**config.mk**
```make
export PLATFORM = sky130hd
export DESIGN_NAME = magma_encoder_scheduler_flat
export DESIGN_NICKNAME = d
export VERILOG_FILES = /design/src/rtl/magma_encoder_scheduler_if.sv /design/src/rtl/magma_encoder_scheduler.sv /design/src/flat_wrapper.sv
export SDC_FILE = /design/constraint.sdc
export NUM_CORES = 2
export LEC_CHECK = 0
export BUFFER_PORTS_ARGS = -buffer_cell sky130_fd_sc_hd__buf_2
export CAP_MARGIN = 0
export CORE_AREA = 4 4 674 676
export CTS_CLUSTER_SIZE = 20
export DETAILED_ROUTE_END_ITERATION = 12
export DIE_AREA = 0 0 678 680
export PLACE_DENSITY = 0.3
export REMOVE_ABC_BUFFERS = 1
export SLEW_MARGIN = 10
export SYNTH_ARGS = -nofsm -noshare
export SYNTH_HDL_FRONTEND = slang
export SYNTH_SLANG_ARGS = --single-unit
```
**constraint.sdc**
```tcl
create_clock -name clk -period 4.4 [get_ports clk]
set_input_delay 0.88 -clock clk [delete_from_list [all_inputs] [get_ports clk]]
set_output_delay 0.88 -clock clk [all_outputs]
set_load 0.02 [all_outputs]
```
**src/rtl/magma_encoder_scheduler_if.sv**
```systemverilog
// Bus bundle between NREQ requesters, one pipelined Magma encoder and the scheduler.
interface magma_encoder_scheduler_if #(
   parameter int NREQ = 4
);
   logic [NREQ-1:0]     req_valid;
   logic [NREQ-1:0]     req_ready;
   logic [NREQ*64-1:0]  req_block;
   logic [NREQ*256-1:0] req_key;
   logic [63:0]         enc_block;
   logic [255:0]        enc_key;
   logic [63:0]         enc_encoded;
   logic [NREQ-1:0]     rsp_valid;
   logic [63:0]         rsp_data;
   logic                drain_req;
   logic                drained;
   logic [7:0]          inflight;

   modport master (
      output req_valid, req_block, req_key, enc_encoded, drain_req,
      input  req_ready, enc_block, enc_key, rsp_valid, rsp_data, drained, inflight
   );

   modport slave (
      input  req_valid, req_block, req_key, enc_encoded, drain_req,
      output req_ready, enc_block, enc_key, rsp_valid, rsp_data, drained, inflight
   );
endinterface

```
**src/rtl/magma_encoder_scheduler.sv**
```systemverilog
// Round-robin scheduler sharing one LATENCY-deep pipelined Magma encoder among NREQ requesters.
// Defining MAGMA_SCHED_STATS_EN adds free-running issue_count / rsp_count outputs.
//
// state   | meaning
// RUN     | granting requests round-robin
// DRAIN   | no new grants, waiting for inflight to reach zero
// DRAINED | pipeline empty, waiting for drain_req to drop
module magma_encoder_scheduler #(
   parameter int NREQ    = 4,
   parameter int LATENCY = 128
) (
   input logic clk,
   input logic rst,
   magma_encoder_scheduler_if.slave bus
`ifdef MAGMA_SCHED_STATS_EN
   ,
   output logic [31:0] issue_count,
   output logic [31:0] rsp_count
`endif
);
   localparam int OW = $clog2(NREQ);

   typedef logic [OW-1:0] owner_t;
   typedef enum logic [1:0] {
      RUN     = 2'd0,
      DRAIN   = 2'd1,
      DRAINED = 2'd2
   } state_t;

   state_t             r_state;
   state_t             w_state_nxt;
   owner_t             r_ptr;
   owner_t             w_gnt_idx;
   logic [NREQ-1:0]    w_grant;
   logic               w_hs;

   logic [63:0]        r_enc_block;
   logic [255:0]       r_enc_key;
   logic               r_enc_vld;
   owner_t             r_enc_own;

   logic [LATENCY-1:0] r_tag_vld;
   owner_t             r_tag_own [LATENCY];
   logic               w_rsp_fire;
   owner_t             w_rsp_own;

   logic [NREQ-1:0]    r_rsp_valid;
   logic [63:0]        r_rsp_data;
   logic [7:0]         r_inflight;

   function automatic owner_t rr_next(input owner_t base, input int step);
      int sum;
      sum = int'(base) + step;
      if (sum >= NREQ) begin
         sum = sum - NREQ;
      end
      return owner_t'(sum);
   endfunction

   always_ff @(posedge clk) begin
      if (rst) begin
         r_state <= RUN;
      end else begin
         r_state <= w_state_nxt;
      end
   end

   always_comb begin
      w_state_nxt = r_state;
      case (r_state)
         RUN:     if (bus.drain_req) w_state_nxt = DRAIN;
         DRAIN:   if (r_inflight == 8'd0) w_state_nxt = DRAINED;
         DRAINED: if (!bus.drain_req) w_state_nxt = RUN;
         default: w_state_nxt = RUN;
      endcase
   end

   // Grant is withheld in the very cycle drain_req rises, before the state has left RUN.
   always_comb begin
      w_grant   = '0;
      w_gnt_idx = '0;
      w_hs      = 1'b0;
      if (!rst && r_state == RUN && !bus.drain_req) begin
         for (int k = 0; k < NREQ; k++) begin
            if (!w_hs && bus.req_valid[rr_next(r_ptr, k)]) begin
               w_hs      = 1'b1;
               w_gnt_idx = rr_next(r_ptr, k);
            end
         end
         w_grant[w_gnt_idx] = w_hs;
      end
   end

   assign bus.req_ready = w_grant;

   always_ff @(posedge clk) begin
      if (rst) begin
         r_ptr       <= '0;
         r_enc_block <= '0;
         r_enc_key   <= '0;
         r_enc_vld   <= 1'b0;
         r_enc_own   <= '0;
      end else begin
         r_enc_vld <= w_hs;
         r_enc_own <= w_gnt_idx;
         if (w_hs) begin
            r_enc_block <= bus.req_block[int'(w_gnt_idx)*64 +: 64];
            r_enc_key   <= bus.req_key[int'(w_gnt_idx)*256 +: 256];
            r_ptr       <= rr_next(w_gnt_idx, 1);
         end
      end
   end

   // The enc_* register is tag stage zero; LATENCY further stages line up with enc_encoded.
   always_ff @(posedge clk) begin
      if (rst) begin
         r_tag_vld <= '0;
      end else begin
         r_tag_vld <= {r_tag_vld[LATENCY-2:0], r_enc_vld};
      end
   end

   always_ff @(posedge clk) begin
      r_tag_own[0] <= r_enc_own;
      for (int s = 1; s < LATENCY; s++) begin
         r_tag_own[s] <= r_tag_own[s-1];
      end
   end

   assign w_rsp_fire = r_tag_vld[LATENCY-1];
   assign w_rsp_own  = r_tag_own[LATENCY-1];

   always_ff @(posedge clk) begin
      if (rst) begin
         r_rsp_valid <= '0;
         r_rsp_data  <= '0;
      end else begin
         r_rsp_valid <= '0;
         if (w_rsp_fire) begin
            r_rsp_valid[w_rsp_own] <= 1'b1;
            r_rsp_data             <= bus.enc_encoded;
         end
      end
   end

   always_ff @(posedge clk) begin
      if (rst) begin
         r_inflight <= '0;
      end else if (w_hs && !w_rsp_fire) begin
         r_inflight <= r_inflight + 8'd1;
      end else if (!w_hs && w_rsp_fire) begin
         r_inflight <= r_inflight - 8'd1;
      end
   end

   assign bus.enc_block = r_enc_block;
   assign bus.enc_key   = r_enc_key;
   assign bus.rsp_valid = r_rsp_valid;
   assign bus.rsp_data  = r_rsp_data;
   assign bus.drained   = (r_state == DRAINED);
   assign bus.inflight  = r_inflight;

`ifdef MAGMA_SCHED_STATS_EN
   logic [31:0] r_issue_count;
   logic [31:0] r_rsp_count;

   always_ff @(posedge clk) begin
      if (rst) begin
         r_issue_count <= '0;
         r_rsp_count   <= '0;
      end else begin
         if (w_hs) begin
            r_issue_count <= r_issue_count + 32'd1;
         end
         if (w_rsp_fire) begin
            r_rsp_count <= r_rsp_count + 32'd1;
         end
      end
   end

   assign issue_count = r_issue_count;
   assign rsp_count   = r_rsp_count;
`endif

endmodule

```
**src/flat_wrapper.sv**
```systemverilog
// flat-port wrapper written by rule: the top's interface ports become plain ports
module magma_encoder_scheduler_flat 
#(
   parameter int NREQ    = 4,
   parameter int LATENCY = 128
)
  (clk, rst, bus_req_valid, bus_req_block, bus_req_key, bus_enc_encoded, bus_drain_req, bus_req_ready, bus_enc_block, bus_enc_key, bus_rsp_valid, bus_rsp_data, bus_drained, bus_inflight);
  magma_encoder_scheduler_if #(.NREQ(NREQ)) bus_i ();
  input logic clk;
  input logic rst;
  input wire logic [$bits(bus_i.req_valid)-1:0] bus_req_valid;
  input wire logic [$bits(bus_i.req_block)-1:0] bus_req_block;
  input wire logic [$bits(bus_i.req_key)-1:0] bus_req_key;
  input wire logic [$bits(bus_i.enc_encoded)-1:0] bus_enc_encoded;
  input wire logic [$bits(bus_i.drain_req)-1:0] bus_drain_req;
  output wire logic [$bits(bus_i.req_ready)-1:0] bus_req_ready;
  output wire logic [$bits(bus_i.enc_block)-1:0] bus_enc_block;
  output wire logic [$bits(bus_i.enc_key)-1:0] bus_enc_key;
  output wire logic [$bits(bus_i.rsp_valid)-1:0] bus_rsp_valid;
  output wire logic [$bits(bus_i.rsp_data)-1:0] bus_rsp_data;
  output wire logic [$bits(bus_i.drained)-1:0] bus_drained;
  output wire logic [$bits(bus_i.inflight)-1:0] bus_inflight;
  assign bus_i.req_valid = bus_req_valid;
  assign bus_i.req_block = bus_req_block;
  assign bus_i.req_key = bus_req_key;
  assign bus_i.enc_encoded = bus_enc_encoded;
  assign bus_i.drain_req = bus_drain_req;
  assign bus_req_ready = bus_i.req_ready;
  assign bus_enc_block = bus_i.enc_block;
  assign bus_enc_key = bus_i.enc_key;
  assign bus_rsp_valid = bus_i.rsp_valid;
  assign bus_rsp_data = bus_i.rsp_data;
  assign bus_drained = bus_i.drained;
  assign bus_inflight = bus_i.inflight;
  magma_encoder_scheduler #(.NREQ(NREQ), .LATENCY(LATENCY)) u_core (.clk(clk), .rst(rst), .bus(bus_i));
endmodule
```
==> flow_metrics.tcl <==
set metrics [dict create \
    fin_area_um2 52600 \
    finalSetupViolCount 0 \
    viasPerCell 3.19 \
    holdCritStartpoint "bus_enc_encoded[33]" \
    endpoint_kind "output pin" \
    maxCapViolations 0 \
    rsz0062_at_grt "false" \
    hold_buffers 0 \
    timing.rr.end "u_core.bus.enc_block[37]" \
    antenna_found_initial 262 \
    p_per_area_nw_per_um2 446 \
    slowest_stage "dfxtp_1" \
    slowest_delay_ns 0.48 \
    die_h_um 680 \
    critPathLaunchType "flop" \
    seq_area_frac_synth 0.490 \
    path_cells "o21ai_0 -> a211o_4 -> nand2_8 -> and3_1 -> buf_2" \
    setup_tns_ns 0 \
    fill_cells 52051 \
    portBuffers 1751 \
    multi_input_area_um2 14900 \
    crit_required_ns 3.52 \
    leakagePower_uw 0.0214 \
    ys_warn_count 0 \
    max_slew_margin 0.223 \
    worstSkewPairLatency_ns 0.90 \
    post_drt_wl_per_cell_um 28.5 \
    overflow 0 \
    grt_pass1_wl_mm 398 \
    post-route-util 0.117 \
    drc 0 \
    skew_ns 0.0971 \
    final_hold_viol_count 0 \
    initial_core_util 0.0717 \
    io_pins 1752 \
    rr_startpoint "u_core.r_ptr[1]" \
    synth_edf_count 0 \
    grt_max_degree 104 \
    max_freq_mhz 257 \
    cts.clk_slew.worst_paths_ns 0.07 \
    track_usage 0.132 \
    ant_nets 0 \
    place_hpwl_mm 272 \
    post_cts_buffers 0 \
    rows 246 \
    area_delta_synth_final_pct 63.8 \
    routed_wl_mm 319 \
    yosys_register_bits 787 \
    synth.avg_cell_area_um2 9.47 \
    arrival_ns 3.01 \
    regArea_um2 15800 \
    slew_viol_final 0 \
    cts_inserted_buffers 113 \
    syn_inst 3391 \
    drtIter0Drc 2241 \
    max-vdd-ir-drop_v 0.000394 \
    cts_sinks 787 \
    drive_above_1_share 0.407 \
    cp_max_fo 20 \
    grt_pass1_vias 35950 \
    cts_root_buffer "clkbuf_16" \
    clockBufferDepth 4 \
    first_pass_iters 5 \
    synth_area_um2 32100 \
    path_class "flop to output pin" \
    whs_endpoint "u_core.bus.rsp_data[33]" \
    rrSetupSlack_ns 1.05 \
    ctsResizeCount 0 \
    place_area_um2 48300 \
    cts_tree "yes" \
    min_path_type "input pin to flop" \
    rr_worst_depth 6 \
    power_uw 23500 \
    synth-main-ff-cell "dfxtp_1" \
    synth.distinct_cells 44 \
    fin_crit_sh 0.884 \
    cts_htree_levels 3 \
    worstMarginPinSlew_ns 1.15 \
    dieArea_um2 461000 \
    fin_crit_ns 3.89 \
    async_flop_share 0 \
    routabilityCongestion 1.02 \
    die_w_um 678 \
    core_region_area_um2 448000 \
    nets 6419 \
    outcome "finished clean" \
    route.vias.total 35684 \
    hold_depth 3 \
]
kinds of logic after synthesis:
family                     synth area share
AOI/OAI and AO/OA                     0.205
xor gates and xnor gates           0.000818
adders and majority gates           0.00374
buffers and inverters                0.0482
DFF                                   0.490
muxes                                 0.121
and+or+nand+nor                       0.130
metal layers:
metal  GRT usage  vias to the layer above  routed length [um]  share of wire
met2       0.232                     1844              156000           0.49
met1       0.142                    17361              116000           0.36
met3      0.0549                      706               32700           0.10
met5           0                        -                1260         0.0039
li1            -                    15587                   -              -
met4      0.0415                      186               13300          0.042
placed cells by master, fill, tap and decap left out, types with 6 or more instances in the layout:
master and instances:
clkinv_2 15, o211ai_2 8, diode_2 92, ha_1 8
nand2_1 325, bufinv_16 21, clkinvlp_4 6, buf_2 1750
buf_12 35, inv_6 9, clkbuf_1 9, o21ai_0 319
nand3_1 321, nor3_1 6, clkbuf_16 113, buf_4 83
nor2_1 86, a21oi_1 6, o211ai_1 313, inv_1 9
clkinv_4 9, dfxtp_1 786, clkbuf_8 21, nor2b_1 132
a21o_1 320, mux2i_1 385
stage by stage:
step / hold WS (ns) / setup slack (ns) / std cells
after floorplan: 0.310 / -15.52 / 3075
after global placement: 0.310 / 0.0306 / 10896
after detailed placement: 0.312 / 0.202 / 10896
after CTS: 0.0974 / 0.296 / 11102
after global routing: 0.157 / 0.256 / 11161
final: 0.215 / 0.509 / 11194
final cells by class:
class / instances / area share
sequential: 787 / 0.299
clock inverter: 63 / 0.0182
inverter: 10 / 0.000713
multi-input combinational: 2278 / 0.284
timing repair buffer: 1869 / 0.192
antenna: 92 / 0.00438
tap: 5952 / 0.142
clock buffer: 143 / 0.0599
worst max-delay path: cells and delay by family (launching register included):
family / cells / cell delay (ns)
AOI/OAI and AO/OA: 2 / 0.71
buffers and inverters: 1 / 0.18
DFF: 1 / 0.48
and+or+nand+nor: 2 / 0.73
power breakdown:
group	internal (uW)	switching, uW	leakage (uW)
clock network	6310	4030	0.00201
logic	1730	3420	0.0130
registers	7660	339	0.00640
total	15700	7790	0.0214
state kept, by name, summed over array words and instances, names as in the netlist:
| signal | flops |
|---|---|
| u_core.bus.enc_block | 64 |
| u_core.bus.enc_key | 256 |
| u_core.bus.inflight | 8 |
| u_core.bus.rsp_data | 64 |
| u_core.bus.rsp_valid | 4 |
| u_core.r_enc_own | 2 |
| u_core.r_enc_vld | 1 |
| u_core.r_ptr | 2 |
| u_core.r_state | 2 |
| u_core.r_tag_own | 256 |
| u_core.r_tag_vld | 128 |
synth_stat cells, types with 3 or more instances:
library cell,instances,share of area
nor2b_1,132,0.026
a21oi_1,6,0.00093
nor4b_1,3,0.00082
buf_6,24,0.0084
buf_4,3,0.00070
clkbuf_1,200,0.023
mux2i_1,388,0.12
o211ai_2,8,0.0031
o21ai_0,324,0.050
buf_1,39,0.0046
nor2_1,86,0.010
a21o_1,320,0.075
xor2_1,3,0.00082
nand2_1,326,0.038
buf_8,7,0.0033
nor3_1,6,0.00093
ha_1,8,0.0031
inv_1,9,0.0011
and3_1,3,0.00058
nor4_1,5,0.00097
buf_2,43,0.0067
nand3_1,321,0.050
dfxtp_1,787,0.49
o211ai_1,313,0.073
how the worst max path moves through the flow:
stage / startpoint / to / slack, ns
3_3_place_gp: bus_req_valid[3] / u_core.bus.inflight[7] / 0.03
4_1_cts: u_core.r_ptr[0] / bus_req_ready[1] / 0.30
3_5_place_dp: bus_req_valid[2] / u_core.bus.enc_block[37] / 0.20
5_1_grt: u_core.r_ptr[0] / bus_req_ready[2] / 0.26
2_1_floorplan: bus_req_valid[2] / u_core.r_enc_own[1] / -15.52
6_report: u_core.r_ptr[1] / bus_req_ready[1] / 0.51
Power figures use the tool's default switching activity.
